===== src/rtl/spi_pkg.sv =====
// Shared constants for the two-requester SPI master: default frame length
// and the serialiser state encoding.
package spi_pkg;

  localparam int SPI_DATA_LENGTH = 8;

  localparam logic [2:0] ST_IDLE = 3'd0;
  localparam logic [2:0] ST_LOW  = 3'd1;
  localparam logic [2:0] ST_HIGH = 3'd2;
  localparam logic [2:0] ST_HOLD = 3'd3;
  localparam logic [2:0] ST_GAP  = 3'd4;

endpackage


===== src/rtl/m_spi_shift.sv =====
// SPI frame serialiser: SCLK divider, bit counter, tx/rx shift registers and
// SS/SCLK/MOSI generation for one MSB-first frame per start strobe.
module m_spi_shift
  import spi_pkg::*;
#(
  parameter int DATA_LENGTH = SPI_DATA_LENGTH,
  parameter int CLK_DIV     = 4,
  parameter int SS_GAP      = 2
) (
  input  logic                   clk,
  input  logic                   rst_n,
  input  logic                   start,
  input  logic [DATA_LENGTH-1:0] tx_data,
  input  logic                   miso,
  output logic                   ready,
  output logic                   done,
  output logic                   gap_end,
  output logic [DATA_LENGTH-1:0] rx_data,
  output logic                   sclk,
  output logic                   ss,
  output logic                   mosi,
  output logic [2:0]             state
);

  // Handshake: start is taken only while ready (IDLE) and loads tx_data on
  // that edge; done pulses on the edge SS rises with rx_data complete;
  // gap_end pulses on the edge the serialiser returns to IDLE.
  localparam int CW = $clog2(SS_GAP * CLK_DIV) + 1;
  localparam int BW = $clog2(DATA_LENGTH) + 1;
  localparam logic [CW-1:0] HALF_LAST = CW'(CLK_DIV - 1);
  localparam logic [CW-1:0] GAP_LAST  = CW'(SS_GAP * CLK_DIV - 1);
  localparam logic [BW-1:0] BIT_LAST  = BW'(DATA_LENGTH - 1);

  logic [2:0]             state_q, state_d;
  logic [CW-1:0]          div_q, div_d;
  logic [BW-1:0]          bit_q, bit_d;
  logic [DATA_LENGTH-1:0] tx_q, tx_d;
  logic [DATA_LENGTH-1:0] rx_q, rx_d;
  logic                   sclk_q, sclk_d;
  logic                   ss_q, ss_d;
  logic                   mosi_q, mosi_d;
  logic                   half_done;

  assign half_done = (div_q == HALF_LAST);

  always_comb begin
    state_d = state_q;
    div_d   = div_q + CW'(1);
    bit_d   = bit_q;
    tx_d    = tx_q;
    rx_d    = rx_q;
    sclk_d  = sclk_q;
    ss_d    = ss_q;
    mosi_d  = mosi_q;
    done    = 1'b0;
    gap_end = 1'b0;
    unique case (state_q)
      ST_IDLE: begin
        div_d = '0;
        if (start) begin
          state_d = ST_LOW;
          tx_d    = tx_data;
          rx_d    = '0;
          bit_d   = '0;
          ss_d    = 1'b0;
          mosi_d  = tx_data[DATA_LENGTH-1];
        end
      end
      ST_LOW: begin
        if (half_done) begin
          state_d = ST_HIGH;
          div_d   = '0;
          sclk_d  = 1'b1;
          rx_d    = {rx_q[DATA_LENGTH-2:0], miso};
        end
      end
      ST_HIGH: begin
        if (half_done) begin
          div_d  = '0;
          sclk_d = 1'b0;
          bit_d  = bit_q + BW'(1);
          // After the last bit MOSI keeps its value through HOLD.
          if (bit_q == BIT_LAST) begin
            state_d = ST_HOLD;
          end else begin
            state_d = ST_LOW;
            tx_d    = tx_q << 1;
            mosi_d  = tx_q[DATA_LENGTH-2];
          end
        end
      end
      ST_HOLD: begin
        if (half_done) begin
          state_d = ST_GAP;
          div_d   = '0;
          ss_d    = 1'b1;
          mosi_d  = 1'b0;
          done    = 1'b1;
        end
      end
      ST_GAP: begin
        if (div_q == GAP_LAST) begin
          state_d = ST_IDLE;
          div_d   = '0;
          gap_end = 1'b1;
        end
      end
      default: begin
        state_d = ST_IDLE;
        div_d   = '0;
      end
    endcase
  end

  always_ff @(posedge clk or negedge rst_n) begin
    if (!rst_n) begin
      state_q <= ST_IDLE;
      div_q   <= '0;
      bit_q   <= '0;
      tx_q    <= '0;
      rx_q    <= '0;
      sclk_q  <= 1'b0;
      ss_q    <= 1'b1;
      mosi_q  <= 1'b0;
    end else begin
      state_q <= state_d;
      div_q   <= div_d;
      bit_q   <= bit_d;
      tx_q    <= tx_d;
      rx_q    <= rx_d;
      sclk_q  <= sclk_d;
      ss_q    <= ss_d;
      mosi_q  <= mosi_d;
    end
  end

  assign ready   = (state_q == ST_IDLE);
  assign rx_data = rx_q;
  assign sclk    = sclk_q;
  assign ss      = ss_q;
  assign mosi    = mosi_q;
  assign state   = state_q;

endmodule


===== src/rtl/m_spi_arbiter.sv =====
// Two-requester SPI master: round-robin grant, ack/busy handshake and
// tagged read-data return around the m_spi_shift serialiser.
module m_spi_arbiter
  import spi_pkg::*;
#(
  parameter int DATA_LENGTH = SPI_DATA_LENGTH,
  parameter int CLK_DIV     = 4,
  parameter int SS_GAP      = 2
) (
  input  logic                   clk,
  input  logic                   reset,
  input  logic                   req0,
  input  logic                   req1,
  input  logic [DATA_LENGTH-1:0] wdata0,
  input  logic [DATA_LENGTH-1:0] wdata1,
  output logic                   ack0,
  output logic                   ack1,
  output logic [DATA_LENGTH-1:0] rdata,
  output logic                   rid,
  output logic                   rvalid,
  output logic                   busy,
  output logic                   SCLK,
  output logic                   SS,
  output logic                   MOSI,
  input  logic                   MISO,
  output logic [2:0]             dbg_state
);

  logic                   armed_q, armed_d;
  logic                   last_q, last_d;
  logic                   ack0_q, ack0_d;
  logic                   ack1_q, ack1_d;
  logic                   rid_q, rid_d;
  logic                   rvalid_q, rvalid_d;
  logic                   busy_q, busy_d;
  logic [DATA_LENGTH-1:0] rdata_q, rdata_d;

  logic                   grant;
  logic                   start;
  logic                   ready;
  logic                   done;
  logic                   gap_end;
  logic [DATA_LENGTH-1:0] tx_data;
  logic [DATA_LENGTH-1:0] rx_data;

  always_comb begin
    // On a tie the requester that did not win last time gets the bus.
    grant    = (req0 && req1) ? ~last_q : req1;
    // armed_q holds off the first grant until one edge after reset release.
    start    = ready && armed_q && (req0 || req1);
    tx_data  = grant ? wdata1 : wdata0;
    armed_d  = 1'b1;
    last_d   = start ? grant : last_q;
    ack0_d   = start && !grant;
    ack1_d   = start && grant;
    rvalid_d = done;
    rid_d    = rid_q;
    rdata_d  = rdata_q;
    if (done) begin
      rid_d   = last_q;
      rdata_d = rx_data;
    end
    busy_d = busy_q;
    if (start) begin
      busy_d = 1'b1;
    end else if (gap_end) begin
      busy_d = 1'b0;
    end
  end

  always_ff @(posedge clk or negedge reset) begin
    if (!reset) begin
      armed_q  <= 1'b0;
      last_q   <= 1'b1;
      ack0_q   <= 1'b0;
      ack1_q   <= 1'b0;
      rid_q    <= 1'b0;
      rvalid_q <= 1'b0;
      busy_q   <= 1'b0;
      rdata_q  <= '0;
    end else begin
      armed_q  <= armed_d;
      last_q   <= last_d;
      ack0_q   <= ack0_d;
      ack1_q   <= ack1_d;
      rid_q    <= rid_d;
      rvalid_q <= rvalid_d;
      busy_q   <= busy_d;
      rdata_q  <= rdata_d;
    end
  end

  m_spi_shift #(
    .DATA_LENGTH (DATA_LENGTH),
    .CLK_DIV     (CLK_DIV),
    .SS_GAP      (SS_GAP)
  ) u_shift (
    .clk     (clk),
    .rst_n   (reset),
    .start   (start),
    .tx_data (tx_data),
    .miso    (MISO),
    .ready   (ready),
    .done    (done),
    .gap_end (gap_end),
    .rx_data (rx_data),
    .sclk    (SCLK),
    .ss      (SS),
    .mosi    (MOSI),
    .state   (dbg_state)
  );

  assign ack0   = ack0_q;
  assign ack1   = ack1_q;
  assign rid    = rid_q;
  assign rvalid = rvalid_q;
  assign busy   = busy_q;
  assign rdata  = rdata_q;

endmodule

===== config.mk =====
export PLATFORM = sky130hd
export DESIGN_NAME = m_spi_arbiter
export DESIGN_NICKNAME = d
export VERILOG_FILES = /design/src/rtl/spi_pkg.sv /design/src/rtl/m_spi_shift.sv /design/src/rtl/m_spi_arbiter.sv
export SDC_FILE = /design/constraint.sdc
export NUM_CORES = 1
export LEC_CHECK = 0
export ABC_AREA = 1
export BUFFER_PORTS_ARGS = -buffer_cell sky130_fd_sc_hd__buf_2
export CAP_MARGIN = 10
export CORE_MARGIN = 2
export CORE_UTILIZATION = 60
export CTS_BUF_LIST = sky130_fd_sc_hd__clkbuf_16
export CTS_CLUSTER_SIZE = 28
export DETAILED_ROUTE_END_ITERATION = 6
export GPL_TIMING_DRIVEN = 0
export PLACE_DENSITY = 0.88
export SLEW_MARGIN = 15
export SYNTH_ARGS = -nofsm -noshare
export SYNTH_HDL_FRONTEND = slang
export SYNTH_HIERARCHICAL = 1
export SYNTH_SLANG_ARGS = --single-unit

===== constraint.sdc =====
create_clock -name clk -period 3.83 [get_ports clk]
set_input_delay 0.383 -clock clk [delete_from_list [all_inputs] [get_ports clk]]
set_output_delay 0.383 -clock clk [all_outputs]
set_load 0.005 [all_outputs]

==> results by group <==
Floorplanning
  – Chip Height: 65.5 um
  – Die area: 4290 um^2
  – Row cnt: 22
  – I/O pin count: 40
  – Die X: 65.5 um
  – Initial Utilization: 0.620
  – Total core area: 3660 um^2

Power
  – Pleak: 1.49 nW
  – Pwr dens: 672 nW/um^2
  – Peak VDD IR: 0.334 mV

Timing
  – F_max: 519 MHz
  – RSZ-0062 raised after global routing: false
  – Setup TNS Final: 0 ps
  – Final Max Slew Viols: 0
  – Least-Margin Pin Slew: 938 ps
  – Slew HR: 0.375
  – Final setup viols: 0
  – Setup Skew: 3.40 ps
  – Min cycle time layout: 1930 ps
  – Period utilization: 0.503
  – Final count of hold timing violations: 0
  – Post-route setup slack: 1900 ps

Setup path
  – Critical R2R Launch: u_shift/state[2]
  – R2r endpoint: u_shift/bit_q[2]
  – Worst R2R Setup Slack: 1900 ps
  – CP Launch Type: flop
  – Worst endpoint required time: 4000 ps
  – Critical Path AT: 2090 ps
  – Crit. End Element: flop
  – CP Class: reg2reg
  – Largest fanout on the critical path: 9
  – Worst r2r path cells: 15

Placement
  – I/O Buffers: 39
  – Final Wtd Congestion: 0.860
  – Dpl hpwl: 3200 um
  – Pre-CTS setup slack: 1950 ps

Drt
  – Vias: 1931
  – Antenna-violating nets left: 0
  – Vias per std cell: 4.96
  – Remaining routing DRC violations: 0
  – First DRT Iteration DRCs: 196
  – WL/cell: 11.2 um
  – Detailed Routing Iterations Pass 1: 4
  – Final wirelength: 4350 um

Synthesis
  – Syn nets: 317
  – Mapped Area: 2270 um^2
  – Sequential element share of the synthesized area: 0.486
  – Synth Instances: 294
  – Total number of yosys warnings: 6
  – Seq cells post-synth: 44
  – Post-Syn Area per Cell: 7.72 um^2
  – Count of cell types in the netlist: 27

Clocking
  – Htree depth: 2
  – Root buffer cell: clkbuf_16
  – CTS clock-pin slew for the worst setup and hold paths: 60 ps
  – CTS tree: yes
  – CTS Sinks: 44
  – TritonCTS buffer count: 5
  – Later-pin clock latency in the skew report: 280 ps
  – Post-CTS sizing: 0
  – CTS Hold Bufs: 0
  – Post-CTS Setup Bufs: 0
  – Clk buf depth: 2

Min path
  – Worst min path class: in2async

Layout
  – Ant. Diodes: 0
  – Register area: 1100 um^2
  – Share of layout cells above drive strength 1: 0.235
  – Util after Layout: 0.734
  – Nets@finish: 363
  – Footprint of the multi-input gates: 977 um^2
  – Synth-to-Final Area Change: 18.4%
  – Fill count: 288

Outcome
  – Status: finished clean

GRT
  – Gr usage total: 0.234
  – Largest net degree at the start of global routing: 45
  – Grt ovf: 0
  – First-pass GRT wire length: 7650 um
  – Initial antenna violation count: 0
  – Vias in the first global route: 1843

Job
  – Max-cap viol count: 0
how the worst max path moves through the flow:
stage	cells past startpoint	end	slack, ps	start
final	15	u_shift/bit_q[2]	1900	u_shift/state[2]
after global routing	15	u_shift/tx_q[1]	1730	u_shift/state[2]
after CTS	15	u_shift/bit_q[2]	1910	u_shift/state[2]
after detailed placement	15	u_shift/bit_q[2]	1950	u_shift/state[2]
after global placement	15	u_shift/tx_q[2]	1970	u_shift/state[2]
after floorplan	15	u_shift/bit_q[2]	2160	u_shift/state[2]
layout by cell type (no fill, tap or decap):
cell type,synthesis,routed
a21oi_4,1,1
conb_1,1,1
nor2_2,3,3
buf_2,0,39
clkinv_1,0,2
buf_4,2,2
a21oi_1,4,4
nor2_4,4,4
bufinv_16,0,1
or2_2,1,1
nand3_1,20,20
clkbuf_16,0,5
nand2_4,4,4
inv_1,32,32
nand2_2,5,5
ha_1,2,2
xor2_1,1,1
and2_1,1,1
o21ai_2,1,1
dfrtp_1,42,42
clkbuf_2,1,1
nor3_4,1,1
buf_6,2,2
nor2_1,25,25
dfstp_2,2,2
nand2_8,1,1
inv_2,7,7
nand2_1,116,116
o21ai_0,11,11
o21ai_1,3,3
or2_1,1,1
stage by stage:
stage / cells / hold WS, ps / cell area [um^2] / power, mW
2_1_floorplan: 294 / 87.4 / 2270 / 1.16
3_3_place_gp: 381 / 448 / 2520 / 1.31
3_5_place_dp: 381 / 454 / 2520 / 1.34
4_1_cts: 389 / 278 / 2690 / 1.82
5_1_grt: 389 / 335 / 2690 / 1.94
6_report: 389 / 244 / 2690 / 1.81
routing by layer:
| metal | vias up | GRT usage | wire (um) |
|---|---|---|---|
| met5 | - | 0 | 0 |
| met1 | 895 | 0.269 | 1870 |
| met3 | 7 | 0.0651 | 196 |
| met4 | 0 | 0.0807 | 59 |
| li1 | 982 | - | - |
| met2 | 47 | 0.416 | 2220 |
Yosys cell counts:
library cell / n / area share
nor2_4: 4 / 0.020
and2_1: 1 / 0.0028
nand3_1: 20 / 0.044
a21oi_4: 1 / 0.0072
dfrtp_1: 42 / 0.46
nor2_1: 25 / 0.041
a21oi_1: 4 / 0.0088
o21ai_0: 11 / 0.024
xor2_1: 1 / 0.0039
nand2_8: 1 / 0.0088
ha_1: 2 / 0.011
o21ai_1: 3 / 0.0066
inv_1: 32 / 0.053
dfstp_2: 2 / 0.023
conb_1: 1 / 0.0017
nor2_2: 3 / 0.0083
o21ai_2: 1 / 0.0039
nor3_4: 1 / 0.0072
buf_4: 2 / 0.0066
clkbuf_2: 1 / 0.0022
nand2_1: 116 / 0.19
or2_1: 1 / 0.0028
or2_2: 1 / 0.0028
nand2_4: 4 / 0.020
nand2_2: 5 / 0.014
buf_6: 2 / 0.0099
inv_2: 7 / 0.012
flip-flops by register name, summed over array words and instances (netlist names):
| signal | count |
|---|---|
| rid | 1 |
| ack1 | 1 |
| armed_q | 1 |
| last_q | 1 |
| u_shift/sclk | 1 |
| busy | 1 |
| u_shift/mosi | 1 |
| rvalid | 1 |
| u_shift/ss | 1 |
| u_shift/bit_q | 4 |
| rdata | 8 |
| ack0 | 1 |
| u_shift/state | 3 |
| u_shift/tx_q | 7 |
| u_shift/div_q | 4 |
| u_shift/rx_data | 8 |
power breakdown:
group          switching (mW)  leakage (nW)  internal [mW]
sequential             0.0881         0.580          0.582
combinational           0.432         0.828          0.240
clock                   0.161        0.0789          0.303
critical path, stage by stage (launching register included):
cell     delay (ps)
dfrtp_1         400
buf_6           150
nor2_4          160
nand2_4          70
inv_2            60
nand2_1          50
inv_1            80
nand2_1         100
inv_1           100
inv_1            70
nor2_2          170
inv_2           100
nand2_8         100
inv_2            70
nand2_1          80
o21ai_2          60
final cells by class:
class	count	area share
well taps	48	0.0223
flip-flops and latches	44	0.411
clock buffers	5	0.0466
clock inverters	3	0.0140
repair buffers	39	0.0726
plain buffers	5	0.0158
multi-input cells	206	0.364
inverters	39	0.0545
cell families (layout without fill, tap and decap cells):
| logic type | count (synthesis) | after routing | share of synthesized area |
|---|---|---|---|
| simple gates | 182 | 182 | 0.363 |
| buf+inv | 44 | 91 | 0.0832 |
| other cells | 1 | 1 | 0.00165 |
| fa+ha+maj | 2 | 2 | 0.0110 |
| xor+xnor | 1 | 1 | 0.00386 |
| flops | 44 | 44 | 0.486 |
| compound gates | 20 | 20 | 0.0507 |
No activity file was read; power rests on OpenSTA's default activity.
